`src/rtl/top_if.sv`:
```
// Key/tone/LED bundle of the music-tone clock generator.
//   key_in        : active-low push button, asynchronous to clk
//   final_clk_out : registered tone square wave
//   led_mode0..2  : one-hot display of the latched mode
// The master modport drives the button and watches the outputs.
// The slave modport is the generator side.
interface top_if;
  logic key_in;
  logic final_clk_out;
  logic led_mode0;
  logic led_mode1;
  logic led_mode2;

  modport master (
    output key_in,
    input  final_clk_out,
    input  led_mode0,
    input  led_mode1,
    input  led_mode2
  );

  modport slave (
    input  key_in,
    output final_clk_out,
    output led_mode0,
    output led_mode1,
    output led_mode2
  );
endinterface

```
`src/rtl/top.sv`:
```
// Music-tone clock generator.
// A 100 MHz clock is divided down to a square-wave tone.
// One push button steps through three pitches, and a one-hot LED
// shows which pitch is active.
//   clk   : 100 MHz system clock; all state changes on its rising edge
//   rst_n : asynchronous reset, active-high despite the name
//   bus   : top_if slave (key_in, final_clk_out, led_mode0..2)
// The divider stages run from clock enables in the single clk domain.
module top (
  input  logic clk,
  input  logic rst_n,
  top_if.slave bus
);

  typedef enum logic [1:0] {
    MODE_0 = 2'd0,
    MODE_1 = 2'd1,
    MODE_2 = 2'd2,
    MODE_X = 2'd3
  } mode_t;

  logic       s1, s2, s3;
  logic       press;
  mode_t      mode, mode_next;
  logic [1:0] cnt_a;
  logic [8:0] cnt_sw;
  logic       ce_a, ce_sw, ce_b;
  logic [7:0] m_preset;
  logic [4:0] p_preset;
  logic [2:0] leds;
  logic [7:0] ca;
  logic       a, a_d;
  logic [4:0] cb;
  logic       tone;

  // Three-stage sampler on the button.
  // The first stage absorbs metastability.
  // A press is a 1 seen in s3 followed by a 0 in s2.
  always_ff @(posedge clk or posedge rst_n) begin
    if (rst_n) begin
      s1 <= 1'b1;
      s2 <= 1'b1;
      s3 <= 1'b1;
    end else begin
      s1 <= bus.key_in;
      s2 <= s1;
      s3 <= s2;
    end
  end

  assign press = s3 & ~s2;

  always_ff @(posedge clk or posedge rst_n) begin
    if (rst_n) mode <= MODE_0;
    else       mode <= mode_next;
  end

  // The illegal encoding falls back to mode 0 on the next press.
  always_comb begin
    mode_next = mode;
    if (press) begin
      case (mode)
        MODE_0:  mode_next = MODE_1;
        MODE_1:  mode_next = MODE_2;
        default: mode_next = MODE_0;
      endcase
    end
  end

  // Free-running enable counters.
  // ce_a fires on edges 2, 6, 10, ...
  // ce_sw fires on edge 250 after reset, then every 500 edges.
  always_ff @(posedge clk or posedge rst_n) begin
    if (rst_n) begin
      cnt_a  <= 2'd0;
      cnt_sw <= 9'd0;
    end else begin
      cnt_a  <= cnt_a + 2'd1;
      cnt_sw <= (cnt_sw == 9'd499) ? 9'd0 : cnt_sw + 9'd1;
    end
  end

  assign ce_a  = (cnt_a == 2'd1);
  assign ce_sw = (cnt_sw == 9'd249);

  // Presets and LEDs only follow the mode register at ce_sw.
  // A press therefore changes pitch only at the next switch slot.
  always_ff @(posedge clk or posedge rst_n) begin
    if (rst_n) begin
      m_preset <= 8'd0;
      p_preset <= 5'd0;
      leds     <= 3'b000;
    end else if (ce_sw) begin
      case (mode)
        MODE_1: begin
          m_preset <= 8'd49;
          p_preset <= 5'd9;
          leds     <= 3'b010;
        end
        MODE_2: begin
          m_preset <= 8'd99;
          p_preset <= 5'd19;
          leds     <= 3'b100;
        end
        default: begin
          m_preset <= 8'd24;
          p_preset <= 5'd4;
          leds     <= 3'b001;
        end
      endcase
    end
  end

  // Stage A divides the ce_a rate by 2(M+1).
  // The >= compare lets a smaller new preset wrap at once
  // instead of running the counter all the way round.
  always_ff @(posedge clk or posedge rst_n) begin
    if (rst_n) begin
      ca  <= 8'd0;
      a   <= 1'b0;
      a_d <= 1'b0;
    end else begin
      a_d <= a;
      if (ce_a) begin
        if (ca >= m_preset) begin
          ca <= 8'd0;
          a  <= ~a;
        end else begin
          ca <= ca + 8'd1;
        end
      end
    end
  end

  assign ce_b = a & ~a_d;

  // Stage B divides the rising edges of a by 2(P+1) and drives the tone.
  always_ff @(posedge clk or posedge rst_n) begin
    if (rst_n) begin
      cb   <= 5'd0;
      tone <= 1'b0;
    end else if (ce_b) begin
      if (cb >= p_preset) begin
        cb   <= 5'd0;
        tone <= ~tone;
      end else begin
        cb <= cb + 5'd1;
      end
    end
  end

  assign bus.final_clk_out = tone;
  assign bus.led_mode0     = leds[0];
  assign bus.led_mode1     = leds[1];
  assign bus.led_mode2     = leds[2];

endmodule

```
`src/flat_wrapper.sv`:
```
// flat-port wrapper written by rule: the top's interface ports become plain ports
module top_flat 
  (clk, rst_n, bus_key_in, bus_final_clk_out, bus_led_mode0, bus_led_mode1, bus_led_mode2);
  top_if bus_i ();
  input  logic clk;
  input  logic rst_n;
  input wire logic [$bits(bus_i.key_in)-1:0] bus_key_in;
  output wire logic [$bits(bus_i.final_clk_out)-1:0] bus_final_clk_out;
  output wire logic [$bits(bus_i.led_mode0)-1:0] bus_led_mode0;
  output wire logic [$bits(bus_i.led_mode1)-1:0] bus_led_mode1;
  output wire logic [$bits(bus_i.led_mode2)-1:0] bus_led_mode2;
  assign bus_i.key_in = bus_key_in;
  assign bus_final_clk_out = bus_i.final_clk_out;
  assign bus_led_mode0 = bus_i.led_mode0;
  assign bus_led_mode1 = bus_i.led_mode1;
  assign bus_led_mode2 = bus_i.led_mode2;
  top u_core (.clk(clk), .rst_n(rst_n), .bus(bus_i));
endmodule
```
`config.mk`:
```
export PLATFORM = sky130hd
export DESIGN_NAME = top_flat
export DESIGN_NICKNAME = d
export VERILOG_FILES = /design/src/rtl/top_if.sv /design/src/rtl/top.sv /design/src/flat_wrapper.sv
export SDC_FILE = /design/constraint.sdc
export NUM_CORES = 1
export LEC_CHECK = 0
export ABC_CLOCK_PERIOD_IN_PS = 3270
export BUFFER_PORTS_ARGS = -buffer_cell sky130_fd_sc_hd__buf_4
export CAP_MARGIN = 20
export CORE_MARGIN = 1.5
export CORE_UTILIZATION = 55
export CTS_CLUSTER_DIAMETER = 80
export CTS_CLUSTER_SIZE = 25
export DETAILED_ROUTE_END_ITERATION = 7
export HOLD_SLACK_MARGIN = 0.03
export PLACE_DENSITY = 0.72
export SLEW_MARGIN = 20
export SYNTH_ARGS = -nofsm -noshare
export SYNTH_HDL_FRONTEND = slang
export SYNTH_SLANG_ARGS = --single-unit
```
`constraint.sdc`:
```
create_clock -name clk -period 3.27 [get_ports clk]
set_input_delay 0.1635 -clock clk [delete_from_list [all_inputs] [get_ports clk]]
set_output_delay 0.1635 -clock clk [all_outputs]
set_load 0.01 [all_outputs]
```
# After elaboration in Yosys (flattened, before gate mapping)
# Index checks and enable logic that the tools add are counted.
# totals
wordCells	41
input_bits	3
reg_bits	48
mem_bits_ro	0
mem_bits_rw	0
mem_count	0
latch_bits	0
# op_classes
n_eq_ne	5
mux	7
n_lt_le_gt_ge	2
n_addsub	4
mul	0
div	0
n_bitwise	6
shifts	0
reduce_logical	3
# op_table
cell	n
one-hot mux 7 bit (2 select lines)	1
one-hot mux 5 bit (2 select lines)	1
adder 9 x 1 -> 9 bit, second input constant	1
== test 9 x 8 -> 1 bit, second input constant	1
== test 9 bit, second input constant	1
two-way mux 9 bit	1
adder 8 x 1 -> 8 bit, second input constant	1
greater-or-equal comparator 8 bit	1
two-way mux 8 bit	1
one-hot mux 3 bit (2 select lines)	1
adder 5 x 1 -> 5 bit, second input constant	1
greater-or-equal comparator 5 bit	1
two-way mux 5 bit	1
== test 2 x 1 -> 1 bit, second input constant	2
NOT 1 bit	4
one-hot mux 2 bit (2 select lines)	1
AND reduction 2 bit	2
adder 2 x 1 -> 2 bit, second input constant	1
AND 1 bit	2
== test 2 bit, second input constant	1
logical NOT 2 bit	1

# Longest topological paths before layout
# depth
ltp_word	3
ltp_mapped	6
ltp_nobuf	6

# Worst setup path before layout
# No wires, ideal clock.
# synth_path
path_type	register -> register
start	register u_core.ca[0]
end	register u_core.a
stages_incl_launch_ff	7
period_less_slack_ns	1.707
n_path_buf	0
required_ns	3.134
path_slack_ns	1.563
arrival_ns	1.571
cell_sequence	dfrtp_1 -> inv_1 -> ha_1 -> nand2b_1 -> a2111oi_4 -> o22ai_2 -> xor2_1
# synth_between
elab_chain_cells	2
# synth_rtl
element	line_no	rtl
from (decl)	top.sv:31	logic [7:0] ca;
from (signal assigned)	top.sv:129	ca <= ca + 8'd1;
greater-or-equal comparator 8 bit	top.sv:125	if (ca >= m_preset) begin
AND reduction 2 bit (no line)	--	
to (signal assigned)	top.sv:127	a <= ~a;
to (decl)	top.sv:32	logic a, a_d;
# Every way passes these cells.
# A chain may end at the register's enable or synchronous reset.

# Final worst setup path
# Same ends and word-level chain as after synthesis.

==> metrics.md <==
| Metric | Value |
|---|---|
| Outcome | `complete, no violations` |
| RSZ-0062 raised after global routing | `no` |
| Max Buffers Root-to-Sink | `2` |
| Peak VDD IR | `about 330 uV` |
| Crit path required time | `between 3000 and 4000 ps` |
| CTS tree | `built` |
| Core area | `between 0.003 and 0.004 mm^2` |
| Net Sw Power | `203.4 uW` |
| WHS Endpoint | `u_core.s2$_DFF_PP1_` |
| Residual DRC count | `0` |
| Clock tree sinks | `37` |
| Count of final max-slew check failures | `0` |
| Post-synthesis simple-gate area fraction | `0.1633` |
| Mapped cell area | `approximately 0.0019 mm^2` |
| Layout Utilization | `0.6295` |
| TNS Setup | `0 ps` |
| Clock Skew | `between 10 and 15 ps` |
| Worst Path Max Fanout | `6` |
| CTS resizes | `0` |
| Global-route wire length before repair | `between 4000 and 5000 um` |
| Max-slew headroom | `0.6828` |
| Slowest CP cell | `a2111oi_4` |
| Switch share | `0.2581` |
| Adder-Cell Fraction of Synth Area | `0.1306` |
| Nets | `210` |
| Post-Place Cells | `between 200 and 250` |
| CTS clock-pin slew for the worst setup and hold paths | `between 100 and 150 ps` |
| Clock share of power | `0.297` |
| Final Hold Fails | `0` |
| CTS buffer count | `5` |
| Crit-path cells | `inv_1, ha_1, nand2b_1, a2111oi_4, o22ai_2, xor2_1` |
| Startpoint types | `flip-flop` |
| Synth Area in XOR/XNOR | `0.06401` |
| DR WL/cell | `~13 um` |
| PD cells | `between 300 and 400 mW/mm^2` |
| Drt via density | `5.333` |
| Maxcap violations | `0` |
| Tcrit/Tclk final | `0.5661` |
| Final non-filler cell total | `234` |
| Levels on crit path | `6` |
| Boundary Pins | `7` |
| Setup bufs post-CTS | `0` |
| Crit path DAT | `approximately 2100 ps` |
| Async set-reset flop share out of synthesis | `1.000` |
| Tmin final | `~1900 ps` |
| Hold Crit Depth | `0` |
| Logic pwr share | `0.086` |
| Seq pwr share | `0.617` |
| Die Width | `62.02 um` |
| Routed Antenna Nets | `0` |
| Starting Density | `0.5741` |
| Mux cell area share after synthesis | `0.02743` |
| Synth warnings | `0` |
| Register-to-Register Setup Slack | `~1400 ps` |
| Endpoints failing setup | `0` |
| CP endpoint kind | `flip-flop` |
| Delay of the slowest critical-path stage | `between 400 and 500 ps` |
| Total Wirelength | `around 3000 um` |
| Chip height | `a little over 60 um` |
| Worst min path class | `reg2reg` |
| Largest family of logic cells by synthesized area | `simple AND/OR/NAND/NOR gates` |
| Critical path's top delay family | `compound AO/OA/AOI/OAI gates` |
| #FFs+latches synth | `37` |
| Synth Instances | `171` |
| EDFF count, synth | `0` |
| Worst-Margin Slew | `between 400 and 500 ps` |
| Path depth of the worst reg2reg path | `6` |
| R2R Path Start | `u_core.ca[0]$_DFFE_PP0P_` |
| Hpwl dp | `approximately 2300 um` |
| Via Count | `about 1,200` |
| IO buf count | `6` |
| Layout cells sized above 1 | `0.1489` |
| Vias in the first global route | `approximately 1,100` |
| Syn nets | `194` |
| Critical path class | `reg2reg` |
| Worst reg2reg endpoint | `u_core.a$_DFFE_PP0P_` |
| Starting DRT DRC Count | `47` |
| All-Layer GR Usage | `0.1798` |
| Register area share after synthesis | `0.4853` |
| Clock root buffer master | `clkbuf_4` |
| Routability cong. | `approximately 0.8` |
| Syn Area/Cell | `between 10 and 15 um^2` |
| Largest net degree at the start of global routing | `38` |
| Die area | `just under 0.004 mm^2` |
| Fmax | `540.2 MHz` |
| Layout area overhead | `9.667%` |
| CTS Hold Buffers Added | `2` |
| Detailed Routing Iterations Pass 1 | `4` |
| Ys flop type | `dfrtp_1` |
| WP buf/inv | `1` |
| # rows | `21` |
| Static leakage | `0.9547 nW` |
| Gr ovfl total | `0` |
| Diodes inserted | `0` |
| Post-synthesis cell type count | `31` |
| Int Power | `roughly 580 uW` |
| # H-tree levels | `2` |
| Skew-Pair Late Insertion Delay | `roughly 350 ps` |
| HP Start | `u_core.s1$_DFF_PP1_` |
| Initial antenna violation count | `0` |
| Post-synthesis compound-gate area fraction | `0.09798` |
==> registers in the layout (all words and copies together), names as in the netlist <==
name                      count
u_core.cnt_sw                 9
u_core.ca                     8
u_core.cb                     5
u_core.cnt_a                  2
u_core.leds                   2
u_core.mode                   2
u_core.p_preset               2
u_core.a                      1
u_core.a_d                    1
u_core.bus.final_clk_out      1
u_core.m_preset               1
u_core.s1                     1
u_core.s2                     1
u_core.s3                     1
==> synth_stat cells (2+ instances only) <==
library cell,number,area (um^2)
o21ai_0,10,50.05
inv_1,16,60.06
and3_1,2,12.51
o22ai_2,2,25.02
mux2_2,2,22.52
a21oi_1,4,20.02
ha_1,20,250.2
or3_1,2,12.51
nor4_4,2,42.54
nand3_1,3,15.01
dfstp_2,3,78.83
mux2i_1,3,30.03
dfrtp_1,34,850.8
nand2b_1,4,25.02
a21o_1,2,15.01
xnor2_1,4,35.03
nand4_1,5,31.28
xor2_1,10,87.58
nor2_1,16,60.06
nand2_1,14,52.55
o211ai_1,3,22.52
==> routing by layer <==
layer	vias to the layer above	routed length [um]	track usage
met4	0	69	0.07599
met5	-	0	0
li1	628	-	-
met3	8	82	0.06832
met1	598	1339	0.2152
met2	14	1517	0.2902
==> worst max-delay path by stage <==
stage / from / end / slack, ps
floorplan: u_core.ca[0]$_DFFE_PP0P_ / u_core.a$_DFFE_PP0P_ / 1560
global placement: u_core.ca[0]$_DFFE_PP0P_ / u_core.a$_DFFE_PP0P_ / 1510
detailed placement: u_core.ca[0]$_DFFE_PP0P_ / u_core.a$_DFFE_PP0P_ / 1440
CTS: u_core.ca[0]$_DFFE_PP0P_ / u_core.a$_DFFE_PP0P_ / 1420
global route: u_core.ca[0]$_DFFE_PP0P_ / u_core.a$_DFFE_PP0P_ / 1330
finish: u_core.ca[0]$_DFFE_PP0P_ / u_core.a$_DFFE_PP0P_ / 1420
==> kinds of logic (layout without fill, tap and decap cells) <==
family	count (synthesis)	after routing
adder cells (fa/ha/maj)	20	20
flip-flops	37	37
XOR/XNOR	14	14
AND/OR/NAND/NOR	54	54
buffers and inverters	16	33
multiplexers	5	5
AO/OA/AOI/OAI	25	25
==> worst register-to-register path: stages, from the launching register on <==
cell	delay, ps
dfrtp_1	390
inv_1	80
ha_1	280
nand2b_1	180
a2111oi_4	410
o22ai_2	210
xor2_1	170
==> power by group through the flow <==
stage | Clock [mW] | Sequential, mW | Combinational (mW)
floorplan | 0 | 0.491 | 0.0504
global placement | 0 | 0.493 | 0.0656
detailed placement | 0 | 0.495 | 0.0663
CTS | 0.245 | 0.487 | 0.0688
global route | 0.267 | 0.488 | 0.0838
finish | 0.234 | 0.486 | 0.0676
==> layout by cell type, fill, tap and decap left out, types with 4 or more instances in the layout <==
cell      synthesis  final
ha_1             20     20
nand4_1           5      5
nand2_1          14     14
a21oi_1           4      4
nor2_1           16     16
buf_4             0      7
o21ai_0          10     10
inv_1            16     16
clkbuf_4          0      5
xor2_1           10     10
dfrtp_1          34     34
xnor2_1           4      4
nand2b_1          4      4
==> metrics by stage <==
step | total power, mW | hold WS (ps) | instance area (um^2) | setup WS, ps
3_3_place_gp | 0.5586 | 271.6 | 2026 | 1511
5_1_grt | 0.8389 | 371.7 | 2101 | 1331
3_5_place_dp | 0.5618 | 277.5 | 2026 | 1440
4_1_cts | 0.8002 | 369.4 | 2101 | 1421
2_1_floorplan | 0.5414 | 168.0 | 1916 | 1563
6_report | 0.7881 | 366.3 | 2101 | 1419
==> final cells by class <==
| cell class | count | area (um^2) |
|---|---|---|
| clock buffers | 5 | 37.54 |
| clock inverters | 3 | 17.52 |
| fillers | 278 | 1236 |
| inverters | 16 | 60.06 |
| multi-input cells | 118 | 925.9 |
| flip-flops and latches | 37 | 929.6 |
| well taps | 46 | 57.56 |
| repair buffers | 9 | 72.57 |
Note: power is estimated with default switching activity, not from simulation.
